File: src/rtl/div_pkg.sv
// Shared types and constants for the sequential restoring divider.
//   div_state_t : divider FSM encoding (IDLE, BUSY, DONE)
//   DIV_ZERO_Q  : quotient pattern returned on divide-by-zero (all ones,
//                 truncated to the instance WIDTH)
//   MAX_WIDTH   : widest legal operand width
package div_pkg;

    localparam int unsigned MAX_WIDTH = 32;

    typedef enum logic [1:0] {
        IDLE = 2'd0,
        BUSY = 2'd1,
        DONE = 2'd2
    } div_state_t;

    localparam logic [MAX_WIDTH-1:0] DIV_ZERO_Q = '1;

endpackage

File: src/rtl/seq_divider_if.sv
// Operand/result handshake bundle for seq_divider.
//   master : operand source + result sink side
//   slave  : the divider
//   in_valid/in_ready/dividend/divisor             operand channel
//   out_valid/out_ready/quotient/remainder/div_zero result channel
//   busy                                           iteration in progress
interface seq_divider_if #(
    parameter int unsigned WIDTH = 8
);
    logic             in_valid;
    logic             in_ready;
    logic [WIDTH-1:0] dividend;
    logic [WIDTH-1:0] divisor;
    logic             out_valid;
    logic             out_ready;
    logic [WIDTH-1:0] quotient;
    logic [WIDTH-1:0] remainder;
    logic             div_zero;
    logic             busy;

    modport master (
        output in_valid, dividend, divisor, out_ready,
        input  in_ready, out_valid, quotient, remainder, div_zero, busy
    );

    modport slave (
        input  in_valid, dividend, divisor, out_ready,
        output in_ready, out_valid, quotient, remainder, div_zero, busy
    );
endinterface

File: src/rtl/div_step.sv
// One combinational restoring-division iteration.
//   r_in  : WIDTH+1 partial remainder     q_in : quotient/dividend shift reg
//   d     : divisor magnitude
//   r_out : next partial remainder        q_out: next shift reg, new bit in LSB
module div_step #(
    parameter int unsigned WIDTH = 8
) (
    input  logic [WIDTH:0]   r_in,
    input  logic [WIDTH-1:0] q_in,
    input  logic [WIDTH-1:0] d,
    output logic [WIDTH:0]   r_out,
    output logic [WIDTH-1:0] q_out
);

    logic [WIDTH:0]   w_shift;
    logic [WIDTH+1:0] w_diff;
    logic             w_borrow;
    logic             w_unused_msb;

    // Shift next dividend bit into the remainder, then trial-subtract.
    assign w_shift  = {r_in[WIDTH-1:0], q_in[WIDTH-1]};
    assign w_diff   = {1'b0, w_shift} - {2'b00, d};
    // Borrow out of the subtractor means shifted remainder < divisor.
    assign w_borrow = w_diff[WIDTH+1];

    assign r_out = w_borrow ? w_shift : w_diff[WIDTH:0];
    assign q_out = {q_in[WIDTH-2:0], ~w_borrow};

    // Partial remainder stays below the divisor, so its MSB is always 0 here.
    assign w_unused_msb = r_in[WIDTH];

endmodule

File: src/rtl/seq_divider.sv
// Multi-cycle restoring integer divider, one quotient bit per clock.
//   clk, rst : clock, asynchronous active-high reset
//   bus      : seq_divider_if.slave (operand/result handshakes, busy)
// Latency: WIDTH+1 cycles from accept to out_valid (1 for divide-by-zero).
// Optional macro DIV_SIGNED_EN: two's-complement operands and results.
module seq_divider
    import div_pkg::*;
#(
    parameter int unsigned WIDTH = 8
) (
    input  logic          clk,
    input  logic          rst,
    seq_divider_if.slave  bus
);

    localparam int unsigned CNT_W = $clog2(WIDTH + 1);

    div_state_t       r_state;
    logic [CNT_W-1:0] r_cnt;
    logic [WIDTH:0]   r_r;
    logic [WIDTH-1:0] r_q;
    logic [WIDTH-1:0] r_d;
    logic [WIDTH-1:0] r_quot;
    logic [WIDTH-1:0] r_rem;
    logic             r_dz;
    logic             r_in_ready;
    logic             r_out_valid;
    logic             r_busy;

    logic [WIDTH:0]   w_step_r;
    logic [WIDTH-1:0] w_step_q;
    logic [WIDTH-1:0] w_a_mag;
    logic [WIDTH-1:0] w_b_mag;
    logic [WIDTH-1:0] w_q_fix;
    logic [WIDTH-1:0] w_r_fix;

    div_step #(.WIDTH(WIDTH)) u_step (
        .r_in  (r_r),
        .q_in  (r_q),
        .d     (r_d),
        .r_out (w_step_r),
        .q_out (w_step_q)
    );

`ifdef DIV_SIGNED_EN
    logic w_a_neg;
    logic w_b_neg;
    logic w_accept;
    logic r_neg_q;
    logic r_neg_r;

    assign w_a_neg  = bus.dividend[WIDTH-1];
    assign w_b_neg  = bus.divisor[WIDTH-1];
    assign w_accept = (r_state == IDLE) && bus.in_valid;
    assign w_a_mag  = w_a_neg ? -bus.dividend : bus.dividend;
    assign w_b_mag  = w_b_neg ? -bus.divisor  : bus.divisor;

    // Result signs captured with the operands; applied on the final step.
    always_ff @(posedge clk or posedge rst) begin
        if (rst) begin
            r_neg_q <= 1'b0;
            r_neg_r <= 1'b0;
        end else if (w_accept) begin
            r_neg_q <= w_a_neg ^ w_b_neg;
            r_neg_r <= w_a_neg;
        end
    end

    assign w_q_fix = r_neg_q ? -w_step_q : w_step_q;
    assign w_r_fix = r_neg_r ? -w_step_r[WIDTH-1:0] : w_step_r[WIDTH-1:0];
`else
    assign w_a_mag = bus.dividend;
    assign w_b_mag = bus.divisor;
    assign w_q_fix = w_step_q;
    assign w_r_fix = w_step_r[WIDTH-1:0];
`endif

    // Control FSM, iteration datapath and registered handshake outputs.
    always_ff @(posedge clk or posedge rst) begin
        if (rst) begin
            r_state     <= IDLE;
            r_cnt       <= '0;
            r_r         <= '0;
            r_q         <= '0;
            r_d         <= '0;
            r_quot      <= '0;
            r_rem       <= '0;
            r_dz        <= 1'b0;
            r_in_ready  <= 1'b1;
            r_out_valid <= 1'b0;
            r_busy      <= 1'b0;
        end else begin
            case (r_state)
                IDLE: begin
                    if (bus.in_valid) begin
                        r_in_ready <= 1'b0;
                        if (bus.divisor == '0) begin
                            r_quot      <= WIDTH'(DIV_ZERO_Q);
                            r_rem       <= bus.dividend;
                            r_dz        <= 1'b1;
                            r_out_valid <= 1'b1;
                            r_state     <= DONE;
                        end else begin
                            r_r     <= '0;
                            r_q     <= w_a_mag;
                            r_d     <= w_b_mag;
                            r_cnt   <= CNT_W'(WIDTH);
                            r_dz    <= 1'b0;
                            r_busy  <= 1'b1;
                            r_state <= BUSY;
                        end
                    end
                end
                BUSY: begin
                    r_r   <= w_step_r;
                    r_q   <= w_step_q;
                    r_cnt <= r_cnt - CNT_W'(1);
                    // Last iteration: publish the (sign-corrected) result directly.
                    if (r_cnt == CNT_W'(1)) begin
                        r_quot      <= w_q_fix;
                        r_rem       <= w_r_fix;
                        r_busy      <= 1'b0;
                        r_out_valid <= 1'b1;
                        r_state     <= DONE;
                    end
                end
                DONE: begin
                    if (bus.out_ready) begin
                        r_out_valid <= 1'b0;
                        r_in_ready  <= 1'b1;
                        r_state     <= IDLE;
                    end
                end
                default: begin
                    r_state     <= IDLE;
                    r_in_ready  <= 1'b1;
                    r_out_valid <= 1'b0;
                    r_busy      <= 1'b0;
                end
            endcase
        end
    end

    assign bus.in_ready  = r_in_ready;
    assign bus.out_valid = r_out_valid;
    assign bus.quotient  = r_quot;
    assign bus.remainder = r_rem;
    assign bus.div_zero  = r_dz;
    assign bus.busy      = r_busy;

endmodule

File: src/flat_wrapper.sv
// flat-port wrapper written by rule: the top's interface ports become plain ports
module seq_divider_flat import div_pkg::*;
#(
    parameter int unsigned WIDTH = 8
)
  (clk, rst, bus_in_valid, bus_dividend, bus_divisor, bus_out_ready, bus_in_ready, bus_out_valid, bus_quotient, bus_remainder, bus_div_zero, bus_busy);
  seq_divider_if #(.WIDTH(WIDTH)) bus_i ();
  input  logic clk;
  input  logic rst;
  input wire logic [$bits(bus_i.in_valid)-1:0] bus_in_valid;
  input wire logic [$bits(bus_i.dividend)-1:0] bus_dividend;
  input wire logic [$bits(bus_i.divisor)-1:0] bus_divisor;
  input wire logic [$bits(bus_i.out_ready)-1:0] bus_out_ready;
  output wire logic [$bits(bus_i.in_ready)-1:0] bus_in_ready;
  output wire logic [$bits(bus_i.out_valid)-1:0] bus_out_valid;
  output wire logic [$bits(bus_i.quotient)-1:0] bus_quotient;
  output wire logic [$bits(bus_i.remainder)-1:0] bus_remainder;
  output wire logic [$bits(bus_i.div_zero)-1:0] bus_div_zero;
  output wire logic [$bits(bus_i.busy)-1:0] bus_busy;
  assign bus_i.in_valid = bus_in_valid;
  assign bus_i.dividend = bus_dividend;
  assign bus_i.divisor = bus_divisor;
  assign bus_i.out_ready = bus_out_ready;
  assign bus_in_ready = bus_i.in_ready;
  assign bus_out_valid = bus_i.out_valid;
  assign bus_quotient = bus_i.quotient;
  assign bus_remainder = bus_i.remainder;
  assign bus_div_zero = bus_i.div_zero;
  assign bus_busy = bus_i.busy;
  seq_divider #(.WIDTH(WIDTH)) u_core (.clk(clk), .rst(rst), .bus(bus_i));
endmodule
File: config.mk
export PLATFORM = sky130hd
export DESIGN_NAME = seq_divider_flat
export DESIGN_NICKNAME = d
export VERILOG_FILES = /design/src/rtl/div_pkg.sv /design/src/rtl/seq_divider_if.sv /design/src/rtl/div_step.sv /design/src/rtl/seq_divider.sv /design/src/flat_wrapper.sv
export SDC_FILE = /design/constraint.sdc
export NUM_CORES = 1
export LEC_CHECK = 0
export BUFFER_PORTS_ARGS = -buffer_cell sky130_fd_sc_hd__buf_2
export CAP_MARGIN = 20
export CORE_AREA = 3 3 83 85
export CTS_CLUSTER_DIAMETER = 120
export DETAILED_ROUTE_END_ITERATION = 10
export DIE_AREA = 0 0 86 88
export PLACE_DENSITY = 0.75
export SLEW_MARGIN = 10
export SYNTH_ARGS = -nofsm -noshare
export SYNTH_HDL_FRONTEND = slang
export SYNTH_HIERARCHICAL = 1
export SYNTH_SLANG_ARGS = --single-unit
File: constraint.sdc
create_clock -name clk -period 6.4 [get_ports clk]
set_clock_uncertainty 0.1 [all_clocks]
set_input_delay 0.96 -clock clk [delete_from_list [all_inputs] [get_ports clk]]
set_output_delay 0.96 -clock clk [all_outputs]
set_load 0.005 [all_outputs]
# == Word-level counts from Yosys, hierarchy flattened ==
# Index checks and enable logic that the tools add are counted.
# classes
muxes,36
bitwise_logic,4
eq_ne,8
n_reduce_logical,11
n_addsub,2
# ops
op,count
2-to-1 mux 8 bit,11
one-hot mux 8 bit (2 select lines),4
AND reduction 3 bit,4
AND reduction 4 bit,3
2-to-1 mux 1 bit,10
subtractor 9 x 8 -> 10 bit,1
one-hot mux 1 bit (3 select lines),3
zero test 8 bit,1
2-to-1 mux 2 bit,4
2-to-1 mux 4 bit,2
one-hot mux 4 bit (2 select lines),1
"inequality test 2 bit, second input constant",3
one-hot mux 2 bit (3 select lines),1
"== test 4 x 1 -> 1 bit, second input constant",1
"inequality test 2 x 1 -> 1 bit, second input constant",2
inverter 1 bit,4
"subtractor 4 x 1 -> 4 bit, second input constant",1
"== test 2 x 1 -> 1 bit, second input constant",1
"== test 2 bit, second input constant",1
zero test 2 bit,1
AND reduction 2 bit,1
nonzero test 2 bit,1
# word_totals
inputBits,20
word_cells,72
reg_bits,50
output_inout_bits,20

# == Logic depth before layout (Yosys ltp) ==
# depth
depth_word,4
depth_mapped,11
ltp_nobuf,11

# == By module ==
# The synthesis kept the hierarchy.
# by_module_without_submodules
module,cells_per_inst,area_each_um2,instances,seq_area_each_um2
seq_divider,197,2311.0,1,1277.5
div_step,74,559.3,1,0.0

# == Worst setup path before layout ==
# No wires, ideal clock.
# synth_path
kind,register to register
startpoint,register u_core.r_r[2]
endpoint,register u_core.r_rem[6] (netlist: u_core/bus.remainder[6])
required_ns,6.175
period_less_slack_ns,2.441
stages_incl_launch_ff,10
t_arrival_ns,2.216
n_path_buf,0
setup_ns,0.125
path_slack_ns,3.959
path_cell_list,dfrtp_1 ha_1 a21o_1 a21oi_2 nand2_2 a41oi_4 mux2_2 nand2_1 nand2_1 mux2_4
# synth_via
elab_chain_cells,4
# synth_rtl
item,line_no,source
start: declaration,seq_divider.sv:20,logic [WIDTH:0] r_r;
start signal: assignment,seq_divider.sv:115,r_r <= w_step_r;
subtractor 9 x 8 -> 10 bit,div_step.sv:22,"assign w_diff = {1'b0, w_shift} - {2'b00, d};"
2-to-1 mux 8 bit,div_step.sv:26,assign r_out = w_borrow ? w_shift : w_diff[WIDTH:0];
named net u_core.w_step_r[6],seq_divider.sv:30,logic [WIDTH:0] w_step_r;
2-to-1 mux 8 bit,seq_divider.sv:119,if (r_cnt == CNT_W'(1)) begin
one-hot mux 8 bit (2 select lines),seq_divider.sv:93,case (r_state)
end signal: assignment,seq_divider.sv:99,r_rem <= bus.dividend;
end signal: assignment,seq_divider.sv:121,r_rem <= w_r_fix;
end: declaration,seq_divider.sv:24,logic [WIDTH-1:0] r_rem;
# The timed path passes the listed nets, and every way through them passes these cells. The select of a mux whose other input is x is not followed.
# A chain may end at the register's enable or synchronous reset.

# == Final worst setup path ==
# layout_path
startpoint,register u_core.r_d[1]
endpoint,register u_core.r_rem[5] (netlist: u_core/bus.remainder[5])
# layout_via
elab_chain_cells,4
# layout_rtl
item,line_no,source
start: declaration,seq_divider.sv:22,logic [WIDTH-1:0] r_d;
start signal: assignment,seq_divider.sv:106,r_d <= w_b_mag;
subtractor 9 x 8 -> 10 bit,div_step.sv:22,
2-to-1 mux 8 bit,div_step.sv:26,
named net u_core.w_step_r[5],seq_divider.sv:30,
2-to-1 mux 8 bit,seq_divider.sv:119,
one-hot mux 8 bit (2 select lines),seq_divider.sv:93,
# The timed path passes the listed nets, and every way through them passes these cells. The select of a mux whose other input is x is not followed.

==> out/qor.yml <==
critical_path.cell_chain: "inv_1 -> ha_1 -> nor2b_1 -> o2111ai_1 -> nand2_2 -> a41oi_4 -> mux2_2 -> nand2_1 -> nand2_1 -> mux2_4"
route.met3.wl_um: 204
finalPower_mw: 1.89
ant_nets: 0
worstMarginPinSlew_ps: 871
htree_levels: 2
start_util_pct: 44.5
dr_wl_met2_um: 2950
fp.dieH_um: 88
drt-met1-wl_um: 2380
die_w_um: 86
hold_path_class: "reg2reg"
ys_warn_count: 6
diodes: 0
area_growth_pct: 12.7
cts_buffers: 5
layout.nets: 327
wl_per_cell_um: 15.0
path_buf_inv: 1
cp_slowest_cell: "dfrtp_1"
drt_first_pass_iters: 4
start_kind: "flop"
switching_share_pct: 39.4
synth_area_um2: 2800
cp.arrival_ps: 2840
grt.overflow.total: 0
p_leak_nw: 1.55
core_um2: 6280
critPathTopFamily: "compound AO/OA/AOI/OAI gates"
grt_pass1_wl_um: 9520
cp.required_ps: 6500
grt_pass1_vias: 2087
final_util_pct: 50.2
timing.final.crit_share_pct: 42.8
cpMostUsedCell: "nand2_1"
place.gp.congestion: 0.814
cts_buffer_depth: 2
p_switching_uw: 747
drt_iter0_markers: 102
rows: 29
postCtsHoldBufs: 0
rsz0062_at_grt: "false"
cts_tree: "built"
cts.clk_slew.worst_paths_ps: 90
status: "finished, final reports clean"
whs_path_depth: 2
ir_worst_vdd_mv: 0.180
syn_area_per_cell_um2: 10.7
fin_setup_tns_ps: 0
num_vias: 1938
cts_setup_buffers: 0
clock_sinks: 50
synthCells: 262
layout_setup_ws_ps: 3660
top_layer_used: "met4"
viasPerCell: 5.18
io_pins: 40
synth_nets: 293
insertion_delay_ps: 310
max-cap-violations: 0
r2r_cells: 10
pwr-share-clk_pct: 14.1
antenna_found_initial: 0
slew_headroom_pct: 41.9
fmax_mhz: 365
drive_gt1_share_pct: 31.3
grt_usage_pct: 16.1
ctsRootBufferMaster: "clkbuf_8"
critPathMaxStageDelay_ps: 430
ff_latch_area_um2: 1250
drc: 0
place_hpwl_um: 3900
share_comb_of_total_power_pct: 55.2
multi_input_area_um2: 1350
min_period_ps: 2740
wirelength_um: 5620
post_cts_resized: 0
slew_violations: 0
critPathKind: "reg2reg"
p_seq_share_pct: 30.7
critical_path_depth: 10
p_int_mw: 1.15
setup-violations-final: 0
grt_max_degree: 51
p_per_area_nw_per_um2: 601
crit_fanout: 8
numPortBuffers: 39
finalHoldViolCount: 0
die_area_um2: 7570
worstSetupEndpointType: "flop"
fillers: 566
dp_slack_ps: 3550
[metal layers]
| layer | global-route usage (%) | vias up |
|---|---|---|
| met1 | 18.3 | 952 |
| met4 | 5.18 | 0 |
| met3 | 3.20 | 6 |
| met2 | 30.1 | 33 |
| met5 | 0 | - |
| li1 | - | 947 |
[tightest hold or removal path: stages, from the launching register on]
cell     delay (ps)
dfstp_2         380
inv_1            40
a21oi_1          50
[final timing paths]
kind | start | end | slack, ps
setup / recovery | u_core/r_d[1] | u_core/bus.remainder[5] | 3660
hold / removal | u_core/bus.in_ready | u_core/bus.in_ready | 370
setup reg to reg | u_core/r_d[1] | u_core/bus.remainder[5] | 3660
hold reg to reg | u_core/bus.in_ready | u_core/bus.in_ready | 370
max in group asynchronous | rst | u_core/r_r[6] | 5240
min in group asynchronous | rst | u_core/r_d[0] | 470
[flip-flops by register name (all words and copies together), names as in the netlist, 2 cells and up]
name and cells:
u_core/r_r 8, u_core/r_q 8, u_core/r_d 8, u_core/bus.quotient 8, u_core/r_cnt 4, u_core/r_state 2, u_core/bus.remainder 8
[placed cells by master, fill, tap and decap left out, drive strengths merged, types with 2 or more instances in the layout]
cell type / instances
xnor2: 2
nor4: 3
nor3: 5
a22o: 8
ha: 10
clkbuf: 5
nor2b: 6
a22oi: 2
buf: 42
o21a: 3
bufinv: 2
a21oi: 5
o22ai: 2
dfrtp: 49
nand2: 48
mux2i: 11
inv: 24
o21ai: 3
a21o: 5
nor2: 16
mux2: 30
[through the flow]
step	instance area [um2]	instances	hold WS (ps)
finish	3150	374	369
global route	3150	374	401
CTS	3130	373	375
detailed placement	2990	365	361
global placement	2990	365	354
floorplan	2800	262	351
[layout make-up]
type	instances	area share, %
multi-input combinational	173	42.7
sequential	50	39.7
timing repair buffer	42	7.30
inverter	24	2.86
clock inverter	3	2.18
tap	77	3.06
clock buffer	5	2.18
[power groups by stage]
stage,clock network [mW],registers (mW),logic [mW]
2_1_floorplan,0,0.559,0.863
3_3_place_gp,0,0.579,1.01
3_5_place_dp,0,0.584,1.04
4_1_cts,0.273,0.581,1.05
5_1_grt,0.284,0.604,1.18
6_report,0.267,0.581,1.05
Power figures use the tool's default switching activity.
